### config.mk
export PLATFORM = sky130hd
export DESIGN_NAME = fetch_dispatch_fsm
export DESIGN_NICKNAME = d
export VERILOG_FILES = /design/src/rtl/fetch_dispatch_fsm_pkg.sv /design/src/rtl/fetch_dispatch_fsm_pc_reg.sv /design/src/rtl/fetch_dispatch_fsm.sv
export SDC_FILE = /design/constraint.sdc
export NUM_CORES = 1
export LEC_CHECK = 0
export CAP_MARGIN = 10
export CORE_UTILIZATION = 30
export CTS_BUF_LIST = sky130_fd_sc_hd__clkbuf_8
export DETAILED_ROUTE_END_ITERATION = 8
export GPL_ROUTABILITY_DRIVEN = 0
export GPL_TIMING_DRIVEN = 1
export HOLD_SLACK_MARGIN = 0.08
export PLACE_DENSITY = 0.61
export SLEW_MARGIN = 20
export SYNTH_ARGS = -nofsm -noshare
export SYNTH_HDL_FRONTEND = slang
export SYNTH_HIERARCHICAL = 1
export SYNTH_SLANG_ARGS = --single-unit
### constraint.sdc
create_clock -name clk -period 3.2 [get_ports clk]
set_input_delay 0.96 -clock clk [delete_from_list [all_inputs] [get_ports clk]]
set_output_delay 0.96 -clock clk [all_outputs]
set_load 0.02 [all_outputs]
### src/rtl/fetch_dispatch_fsm_pkg.sv
// rtl/fetch_dispatch_fsm_pkg.sv - shared class codes, unit indices, fault codes and state encoding
package fetch_dispatch_fsm_pkg;

  // Instruction class codes, taken from instruction[15:12]
  localparam logic [3:0] CLS_ALUI = 4'h0;
  localparam logic [3:0] CLS_ALU  = 4'h1;
  localparam logic [3:0] CLS_LD   = 4'h2;
  localparam logic [3:0] CLS_ST   = 4'h3;
  localparam logic [3:0] CLS_BR   = 4'h4;
  localparam logic [3:0] CLS_HALT = 4'hF;

  // Execution unit indices; bit position in unitStart/unitDone
  localparam logic [1:0] UNIT_ALUI = 2'd0;
  localparam logic [1:0] UNIT_ALU  = 2'd1;
  localparam logic [1:0] UNIT_LS   = 2'd2;
  localparam logic [1:0] UNIT_BR   = 2'd3;

  typedef enum logic [1:0] {
    FC_NONE    = 2'b00,
    FC_ILLEGAL = 2'b01,
    FC_TIMEOUT = 2'b10
  } fault_code_e;

  // State encoding kept as plain constants so older code can compare raw values
  localparam logic [2:0] ST_IDLE     = 3'd0;
  localparam logic [2:0] ST_FETCH    = 3'd1;
  localparam logic [2:0] ST_DECODE   = 3'd2;
  localparam logic [2:0] ST_DISPATCH = 3'd3;
  localparam logic [2:0] ST_EXEC     = 3'd4;
  localparam logic [2:0] ST_HALTED   = 3'd5;
  localparam logic [2:0] ST_FAULT    = 3'd6;

  typedef struct packed {
    logic       legal;
    logic       halt;
    logic [1:0] unit;
  } cls_dec_t;

  // Map a class code to its execution unit; halt is reported separately and is not "legal"
  function automatic cls_dec_t decode_class(input logic [3:0] cls);
    cls_dec_t d;
    d.legal = 1'b1;
    d.halt  = 1'b0;
    d.unit  = UNIT_ALUI;
    case (cls)
      CLS_ALUI:       d.unit = UNIT_ALUI;
      CLS_ALU:        d.unit = UNIT_ALU;
      CLS_LD, CLS_ST: d.unit = UNIT_LS;
      CLS_BR:         d.unit = UNIT_BR;
      CLS_HALT: begin
        d.legal = 1'b0;
        d.halt  = 1'b1;
      end
      default:        d.legal = 1'b0;
    endcase
    return d;
  endfunction

endpackage

### src/rtl/fetch_dispatch_fsm_pc_reg.sv
// rtl/fetch_dispatch_fsm_pc_reg.sv - program counter with load-over-increment priority and wrap
module fetch_pc_reg #(
  parameter int                ADDR_W   = 16,
  parameter logic [ADDR_W-1:0] RESET_PC = '0
) (
  input  logic              clk,
  input  logic              rst,
  input  logic              en,
  input  logic              inc,
  input  logic              load,
  input  logic [ADDR_W-1:0] load_val,
  output logic [ADDR_W-1:0] pc
);

  // Updates only while enabled; load beats inc, inc wraps naturally at 2^ADDR_W
  always_ff @(posedge clk or negedge rst) begin
    if (!rst) begin
      pc <= RESET_PC;
    end else if (en && load) begin
      pc <= load_val;
    end else if (en && inc) begin
      pc <= pc + ADDR_W'(1);
    end
  end

endmodule

### src/rtl/fetch_dispatch_fsm.sv
// rtl/fetch_dispatch_fsm.sv - instruction fetch, class decode and one-hot unit dispatch front end
module fetch_dispatch_fsm
  import fetch_dispatch_fsm_pkg::*;
#(
  parameter int                ADDR_W   = 16,
  parameter logic [ADDR_W-1:0] RESET_PC = '0,
  parameter int                TIMEOUT  = 64
) (
  input  logic              clk,
  input  logic              rst,
  input  logic              run,
  output logic [ADDR_W-1:0] memAddr,
  output logic              memRead,
  input  logic [15:0]       memData,
  input  logic              memValid,
  output logic [15:0]       instruction,
  output logic [3:0]        unitStart,
  input  logic [3:0]        unitDone,
  input  logic              pcInc,
  input  logic              pcLoad,
  input  logic [ADDR_W-1:0] pcLoadVal,
  output logic              halted,
  output logic              fault,
  output logic [1:0]        faultCode,
  output logic [15:0]       retireCount
);

  // Watchdog counts EXEC cycles 0..TIMEOUT-1; the last value is the final chance for done
  localparam int              WD_W    = (TIMEOUT > 2) ? $clog2(TIMEOUT) : 1;
  localparam logic [WD_W-1:0] WD_LAST = WD_W'(TIMEOUT - 1);

  logic [2:0]      state;
  logic [1:0]      unit_idx;
  logic [WD_W-1:0] watchdog;
  fault_code_e     fault_code;
  cls_dec_t        dec;
  logic [ADDR_W-1:0] pc;

  // Decode the held instruction; only consumed while in DECODE
  always_comb begin
    dec = decode_class(instruction[15:12]);
  end

  fetch_pc_reg #(
    .ADDR_W   (ADDR_W),
    .RESET_PC (RESET_PC)
  ) u_pc (
    .clk      (clk),
    .rst      (rst),
    .en       (state == ST_EXEC),
    .inc      (pcInc),
    .load     (pcLoad),
    .load_val (pcLoadVal),
    .pc       (pc)
  );

  // Main sequencer: fetch, decode, dispatch, wait for done, trap on halt/illegal/timeout
  always_ff @(posedge clk or negedge rst) begin
    if (!rst) begin
      state       <= ST_IDLE;
      instruction <= '0;
      unit_idx    <= UNIT_ALUI;
      watchdog    <= '0;
      fault_code  <= FC_NONE;
      retireCount <= '0;
    end else begin
      case (state)
        ST_IDLE: begin
          if (run) state <= ST_FETCH;
        end
        ST_FETCH: begin
          if (memValid) begin
            instruction <= memData;
            state       <= ST_DECODE;
          end
        end
        ST_DECODE: begin
          if (dec.halt) begin
            state <= ST_HALTED;
          end else if (!dec.legal) begin
            fault_code <= FC_ILLEGAL;
            state      <= ST_FAULT;
          end else begin
            unit_idx <= dec.unit;
            state    <= ST_DISPATCH;
          end
        end
        ST_DISPATCH: begin
          watchdog <= '0;
          state    <= ST_EXEC;
        end
        ST_EXEC: begin
          if (unitDone[unit_idx]) begin
            retireCount <= retireCount + 16'd1;
            state       <= run ? ST_FETCH : ST_IDLE;
          end else if (watchdog == WD_LAST) begin
            fault_code <= FC_TIMEOUT;
            state      <= ST_FAULT;
          end else begin
            watchdog <= watchdog + WD_W'(1);
          end
        end
        default: state <= state;
      endcase
    end
  end

  // Strobes derive from state so they drop the instant reset asserts
  always_comb begin
    memAddr   = pc;
    memRead   = (state == ST_FETCH);
    unitStart = (state == ST_DISPATCH) ? (4'b0001 << unit_idx) : 4'b0000;
    halted    = (state == ST_HALTED);
    fault     = (state == ST_FAULT);
    faultCode = fault_code;
  end

endmodule
Yosys cells after proc, flatten, opt, wreduce, memory -nomap -nowiden --
Index checks and enable logic that the tools add are counted.
Storage, ports and cells: register bits 61, bits of input ports 42
Cells by class: bitwise operators 1, muxes and demuxes 24, reduce and logical (&&, ||, !) cells 16, add/subtract/negate cells 3, equality and inequality tests 20, magnitude comparators 1, shift-type cells 1
Operator list (count):
- $add A16 B1 Y16 const B | 2
- $mux W16 | 2
- $mux W3 | 6
- $pmux W3 S5 | 1
- $mux W6 | 2
- $ne A2 B2 Y1 const B | 6
- $pmux W6 S2 | 1
- $eq A3 B3 Y1 const B | 3
- $eq A4 B2 Y1 const B | 2
- $mux W2 | 4
- $add A6 B1 Y6 const B | 1
- $eq A3 B2 Y1 const B | 2
- $eq A6 B6 Y1 const B | 1
- $pmux W2 S3 | 1
- $reduce_and A3 Y1 | 2
- $reduce_bool A2 Y1 | 3
- $reduce_and A5 Y1 | 1
- $reduce_bool A5 Y1 | 1
- $reduce_or A5 Y1 | 1
- $eq A4 B1 Y1 const B | 1
- $eq A4 B3 Y1 const B | 1
- $eq A4 B4 Y1 const B | 1
- $logic_not A4 Y1 | 1
- $mux W1 | 4
- 14 further kinds | 16

Logic depth before layout (Yosys ltp) --
Gate-level depths: netlist (run 1).
word-level depth 6, gate-level depth with buffers 8

Modules after synthesis --
The synthesis (run 1) kept the hierarchy.
By module, submodules not included:
- fetch_dispatch_fsm | cells an instance 184, seq. area each 1126.1 um2, times used 1, area each 2182.1 um2
- fetch_pc_reg | cells an instance 115, seq. area each 400.4 um2, times used 1, area each 985.9 um2

Least setup slack after synthesis (run 1) --
OpenSTA, ideal clock, no wires.
path kind input-to-reg, from in unitDone[3], to reg fault_code[1], in the netlist faultCode[1], setup slack 0.828 ns, data required time 3.125 ns, arrival 2.297 ns, stages on the path 4, buffers on the path 0, cell sequence mux4_2 > or4_4 > nor2b_4 > o2bb2ai_2
On the way: longest elaborated chain between the ends 4
RTL lines:
- start, declared | RTL line fetch_dispatch_fsm.sv:18 | input logic [3:0] unitDone,
- $bmux W1 S2 | RTL line fetch_dispatch_fsm.sv:93 | if (unitDone[unit_idx]) begin
- $mux W1 (implied by the code) | RTL line fetch_dispatch_fsm.sv:93
- $ne A2 B2 Y1 (no source line)
- $reduce_and A5 Y1 (no source line)
- end signal, assigned | RTL line fetch_dispatch_fsm.sv:64 | fault_code <= FC_NONE;
- end signal, assigned | RTL line fetch_dispatch_fsm.sv:81 | fault_code <= FC_ILLEGAL;
- end signal, assigned | RTL line fetch_dispatch_fsm.sv:97 | fault_code <= FC_TIMEOUT;
- end, declared | RTL line fetch_dispatch_fsm.sv:35 | fault_code_e fault_code;
Every way passes these cells. The select of a mux whose other input is x is not followed. A chain may end at the register's enable or synchronous reset.

Worst setup path in the final report (run 1) --
from reg state[0], to out unitStart[3]
On the way: longest elaborated chain between the ends 2
RTL lines:
- start, declared | RTL line fetch_dispatch_fsm.sv:32 | logic [2:0] state;
- start signal, assigned | RTL line fetch_dispatch_fsm.sv:95 | state <= run ? ST_FETCH : ST_IDLE;
- start signal, assigned | RTL line fetch_dispatch_fsm.sv:103 | default: state <= state;
- $eq A3 B2 Y1 | RTL line fetch_dispatch_fsm.sv:112 | unitStart = (state == ST_DISPATCH) ? (4'b0001 << unit_idx) : 4'b0000;
- $mux W4 | RTL line fetch_dispatch_fsm.sv:112
- end, declared | RTL line fetch_dispatch_fsm.sv:17 | output logic [3:0] unitStart,
Every way passes these cells.

==> results of run 1 <==
[cells in the mapped netlist, types with 2 or more instances]
cell | count | share of area
a21oi_1 | 19 | 0.030
nand3b_1 | 2 | 0.0047
o22ai_1 | 9 | 0.018
mux2i_1 | 5 | 0.016
a31oi_1 | 2 | 0.0039
nand4_1 | 11 | 0.022
ha_1 | 3 | 0.012
and2_1 | 2 | 0.0039
clkbuf_8 | 2 | 0.0087
and3_2 | 2 | 0.0047
nor4b_1 | 2 | 0.0055
nand2_1 | 27 | 0.032
o22a_1 | 2 | 0.0055
xnor2_1 | 13 | 0.036
and4_1 | 2 | 0.0055
xor2_1 | 9 | 0.025
nand2b_1 | 3 | 0.0059
clkbuf_2 | 2 | 0.0032
inv_1 | 8 | 0.0095
nor2_1 | 21 | 0.025
nand3_1 | 14 | 0.022
nor3b_1 | 4 | 0.0095
buf_6 | 2 | 0.0071
mux2_2 | 18 | 0.064
nor4_1 | 3 | 0.0059
o21ai_0 | 7 | 0.011
dfrtp_1 | 61 | 0.48
nor3_1 | 7 | 0.011
and3_1 | 6 | 0.012
buf_2 | 2 | 0.0032
[power by group]
group          switching (mW)  total [mW]  internal, mW
clock network           0.312       0.685         0.373
registers               0.322        1.37          1.04
logic                   0.762        1.57         0.813
total                    1.40        3.63          2.23
[metrics by stage]
stage                 util  instances  hold WS [ns]
global route        0.4327        543        0.5084
detailed placement  0.4132        526        0.4734
finish              0.4327        543        0.4741
global placement    0.4132        526        0.4613
floorplan                -        299        0.4695
CTS                 0.4319        542        0.4861
[flip-flops by register name, summed over array words and instances, names as in the netlist]
name	count
retireCount	16
instruction	16
state	3
faultCode	2
u_pc/pc	16
unit_idx	2
watchdog	6
[cell usage in the layout, fill, tap and decap left out, types with 2 or more instances in the layout]
master | Yosys | routed
and4_1 | 2 | 2
ha_1 | 3 | 3
o21ai_0 | 7 | 7
nor4_1 | 3 | 3
nor3_1 | 7 | 7
and3_2 | 2 | 2
inv_1 | 8 | 10
xnor2_1 | 13 | 13
o22ai_1 | 9 | 9
nand3b_1 | 2 | 2
nand4_1 | 11 | 11
and2_1 | 2 | 2
nand3_1 | 14 | 14
clkdlybuf4s50_1 | 0 | 97
nand2_1 | 27 | 27
nor4b_1 | 2 | 2
nor2_1 | 21 | 21
a21oi_1 | 19 | 19
dfrtp_1 | 61 | 61
clkinv_2 | 0 | 2
nand2b_1 | 3 | 3
o22a_1 | 2 | 2
mux2i_1 | 5 | 5
xor2_1 | 9 | 9
and3_1 | 6 | 6
buf_4 | 1 | 5
nor3b_1 | 4 | 4
clkbuf_8 | 2 | 10
mux2_2 | 18 | 18
a31oi_1 | 2 | 2
[repair_timing]
action                                  4_1_cts  5_1_grt
setup buffers                                 0        1
hold buffers                                  0        0
endpoints found under the setup margin        0        2
[layer usage]
layer / share of wire / vias to the layer above
met5: 0 / -
met4: 0.0082 / 0
met3: 0.052 / 5
met2: 0.49 / 74
met1: 0.45 / 1281
li1: - / 1281
[cell families after synthesis]
kind of cell | share of synthesized area
AOI/OAI and AO/OA | 0.1102
xor gates and xnor gates | 0.06082
adders and majority gates | 0.01185
buffers and inverters | 0.04779
DFF | 0.4818
muxes | 0.08689
and+or+nand+nor | 0.2006
[worst max-delay path, cell delays in order (launching register included)]
cell and delay, ns:
dfrtp_1 0.50, nand3b_1 0.12, buf_4 0.18, inv_1 0.09, and3_2 0.18, clkdlybuf4s50_1 0.60
[path summary, 6_finish.rpt]
kind	startpoint	endpoint	slack [ns]	depth (start not counted)
setup / recovery	state[0]	unitStart[3]	0.23	5
hold / removal	retireCount[15]	retireCount[15]	0.47	1
setup reg to reg	state[1]	u_pc/pc[5]	0.71	8
hold reg to reg	retireCount[15]	retireCount[15]	0.47	1
max in group asynchronous	rst	faultCode[1]	2.03	2
min in group asynchronous	rst	instruction[11]	0.58	1
[final cells by class]
cell class,instances,area (um2),share of cell area
Sequential cell,61,1526,0.3433
Timing Repair Buffer,104,1033,0.2324
Tap cell,136,170.2,0.03827
Inverter,9,33.78,0.007597
Multi-Input combinational cell,217,1490,0.3351
Clock buffer,10,137.6,0.03095
Clock inverter,6,55.05,0.01238
==> impl_metrics.toml, run 1 <==
[cells_and_area]
design_area_um2 = 4447
syn_to_final_growth_pct = 40.36
final_nets = 447
layout-drive-gt1-share = 0.1351
num-fill-cells = 1019
antenna_cells = 0

[setup_path]
critPathCaptureType = "primary output"
crit_type = "flip-flop to primary output"
crit_required_ns = 2.24
path_max_fanout = 11
cp.arrival_ns = 2.01
start_kind = "flip-flop"

[sta]
fin_setup_tns_ns = 0
worstMarginPinSlew_ns = 0.5414
min_period_ns = 2.966
fmax_mhz = 337.2
finalWorstSetupSlack_ns = 0.2341
setup_viol = 0
final-hold-violation-count = 0
drv_slew = 0
rsz0062_at_grt = "no"
fin_crit_sh = 0.9268
clock_skew_ns = 0.01715
max-slew-margin-rel = 0.6340

[global_route]
grt_util_met1 = 0.1868
met3_usage = 0.04429
grt_pass1_wl_mm = 13.02
grt_use_met2 = 0.2455
antenna_found_initial = 0
grt_use_total = 0.1488
grt_pass1_vias = 2668
grt-busiest-layer = "met2"
grt_overflow_total = 0
grt_start_max_net_pins = 44

[flow_run]
drv_cap = 0

[clock_network]
cts_made_buffers = 9
cts_tree = "built"
cts_root_buf = "clkbuf_8"
cts_sinks = 61
clk_path_buf_depth = 2
clk_pin_slew_worst_paths_ns = 0.07
htree_levels = 3
clock_latency_ns = 0.34
cts_resized = 0

[placed_design]
place_ws_ns = 0.3433
portBuffers = 98
dpl_cell_area_um2 = 4247
hpwlAfterDp_mm = 5.525

[logic_synthesis]
syn_area_per_cell_um2 = 10.60
synth_seq_cells = 61
ys_async_sr_fraction = 1.000
syn_inst = 299
synth_area_um2 = 3168
synth_nets = 344
yosys_warnings = 6
synth_cell_types = 59
synth-edff-count = 0
synth_seq_area_share = 0.4818
synth_flop_cell = "dfrtp_1"

[route]
finalWirelength_mm = 7.691
drc_errors = 0
drt-initial-drc-count = 74
vias = 2641
wl_per_cell_um = 14.16
dr.pass1.iters = 4
ant_nets = 0
via_per_inst = 4.864

[die]
ios = 99
num_rows = 37
dieHeight_um = 104.8
die_area_um2 = 10970
initial_core_util = 0.3083
die_w_um = 104.8
core-area_um2 = 10280

[worst_hold_path]
hold_path_class = "flip-flop to flip-flop"

[run_status]
status = "finished clean"

[pwr]
power.density_nw_per_um2 = 815.6
max-vdd-ir-drop_uv = 393.8
p_leak_nw = 1.808
p_total_mw = 3.627
Power figures use the tool's default switching activity.
==> inputs of run 2 (changes only) <==
Settings changed: CORE_UTILIZATION 30 to 45, PLACE_DENSITY 0.61 to 0.83.
==> run 2 against run 1 <==
  * Worst setup slack got worse by 0.012 ns
  * Global-route usage rose by 6.2 points
  * Total power rose by 3.8%
  * Worst hold slack got worse by 0.0011 ns
  * Combinational power barely moved
  * Cell count fell by 7.4%
  * First-iteration DRC count rose by 49%
  * Via count rose by 0.87%
  * Non-clock buffer count did not move
  * Critical endpoint unchanged
==> impl_metrics.toml, run 2 (synthesis gave the netlist of run 1 again) <==
[sta]
rsz0062_at_grt = "no"
fmax_mhz = 335.8
max-slew-margin-rel = 0.5988
clock_skew_ns = 0.01234
worstMarginPinSlew_ns = 0.6018
fin_crit_sh = 0.9305
finalWorstSetupSlack_ns = 0.2223
drv_slew = 0
fin_setup_tns_ns = 0
final-hold-violation-count = 0
min_period_ns = 2.978
setup_viol = 0

[global_route]
grt_overflow_total = 0
grt_pass1_vias = 2621
antenna_found_initial = 0
grt_use_total = 0.2110
grt_start_max_net_pins = 37
grt_util_met1 = 0.2611
grt-busiest-layer = "met2"
met3_usage = 0.05582
grt_pass1_wl_mm = 12.02
grt_use_met2 = 0.3442

[cells_and_area]
layout-drive-gt1-share = 0.1376
syn_to_final_growth_pct = 40.24
antenna_cells = 0
layout_top_registers = "instruction: 16 flops, retireCount: 16 flops, u_pc/pc: 16 flops"
layout_common_cells = "clkdlybuf4s50_1, dfrtp_1, nand2_1"
final_nets = 447
final_common_cell = "clkdlybuf4s50_1"
layout.cells.non_filler = 503

[setup_path]
cp_slowest_cell = "clkdlybuf4s50_1"
cpLargestDelayFamily = "buffers and inverters"
crit_required_ns = 2.24
slowest_delay_ns = 0.60
cp.arrival_ns = 2.02
start_kind = "flip-flop"
worst-path-buf-inv = 2
path_max_fanout = 11
critPathCaptureType = "primary output"
critical_path.cell_chain = "nand3b_1 > inv_1 > and3_2 > clkdlybuf4s50_1"
crit_type = "flip-flop to primary output"

[clock_network]
htree_levels = 3
clk_path_buf_depth = 2
cts_root_buf = "clkbuf_8"
cts_sinks = 61
clk_pin_slew_worst_paths_ns = 0.07
cts_resized = 0
cts_tree = "built"
cts_made_buffers = 9
clock_latency_ns = 0.34

[die]
ios = 99
die_w_um = 85.91
dieHeight_um = 85.91
initial_core_util = 0.4663
core-area_um2 = 6794
num_rows = 30
die_area_um2 = 7380

[route]
finalWirelength_mm = 7.197
drt-initial-drc-count = 110
ant_nets = 0
wl_per_cell_um = 14.31
drc_errors = 0
vias = 2664
via_per_inst = 5.296
dr.pass1.iters = 4

[pwr]
p_leak_nw = 1.824
power.density_nw_per_um2 = 847.3
max-vdd-ir-drop_uv = 515.2

[placed_design]
hpwlAfterDp_mm = 5.157
portBuffers = 98
post-place-cells = 486
place_ws_ns = 0.3617

[worst_hold_path]
hold_path_class = "flip-flop to flip-flop"

[flow_run]
drv_cap = 0

[run_status]
status = "finished clean"
run 2: final timing paths:
| path | cells past startpoint | end | slack [ns] | start |
|---|---|---|---|---|
| setup / recovery | 4 | unitStart[3] | 0.22 | state[0] |
| hold / removal | 1 | retireCount[15] | 0.47 | retireCount[15] |
| setup reg to reg | 8 | u_pc/pc[5] | 0.70 | state[1] |
| hold reg to reg | 1 | retireCount[15] | 0.47 | retireCount[15] |
| max in group asynchronous | 2 | retireCount[0] | 1.97 | rst |
| min in group asynchronous | 1 | u_pc/pc[13] | 0.63 | rst |
run 2: metal layers:
metal / part of all wire / wire [um]
met1: 0.44 / 3150
met2: 0.48 / 3423
met3: 0.064 / 464
met4: 0.022 / 159
met5: 0 / 0
run 2: cell type report:
class / count / area [um2]
clock buffers: 9 / 123.9
repair buffers: 104 / 1033
inverters: 9 / 33.78
fillers: 555 / 2351
clock inverters: 7 / 115.1
well taps: 96 / 120.1
flip-flops and latches: 61 / 1526
multi-input cells: 217 / 1490
run 2: report_power, final:
part / total (mW) / internal, mW / switching, mW
clock network: 0.824 / 0.514 / 0.310
registers: 1.36 / 1.04 / 0.319
logic: 1.58 / 0.815 / 0.762
run 2: through the flow:
step | power [mW] | cell area [um2] | hold slack (ns) | util
2_1_floorplan | 2.265 | 3168 | 0.4695 | -
3_3_place_gp | 2.894 | 4197 | 0.4628 | 0.6177
3_5_place_dp | 2.953 | 4197 | 0.4702 | 0.6177
4_1_cts | 3.794 | 4436 | 0.4794 | 0.6529
5_1_grt | 4.000 | 4443 | 0.5225 | 0.6540
6_report | 3.765 | 4443 | 0.4731 | 0.6540
run 2: repair_timing:
| item | in CTS | in global routing |
|---|---|---|
| setup endpoints to repair | 0 | 1 |
| buffers inserted | 0 | 1 |
| hold buffers | 0 | 0 |
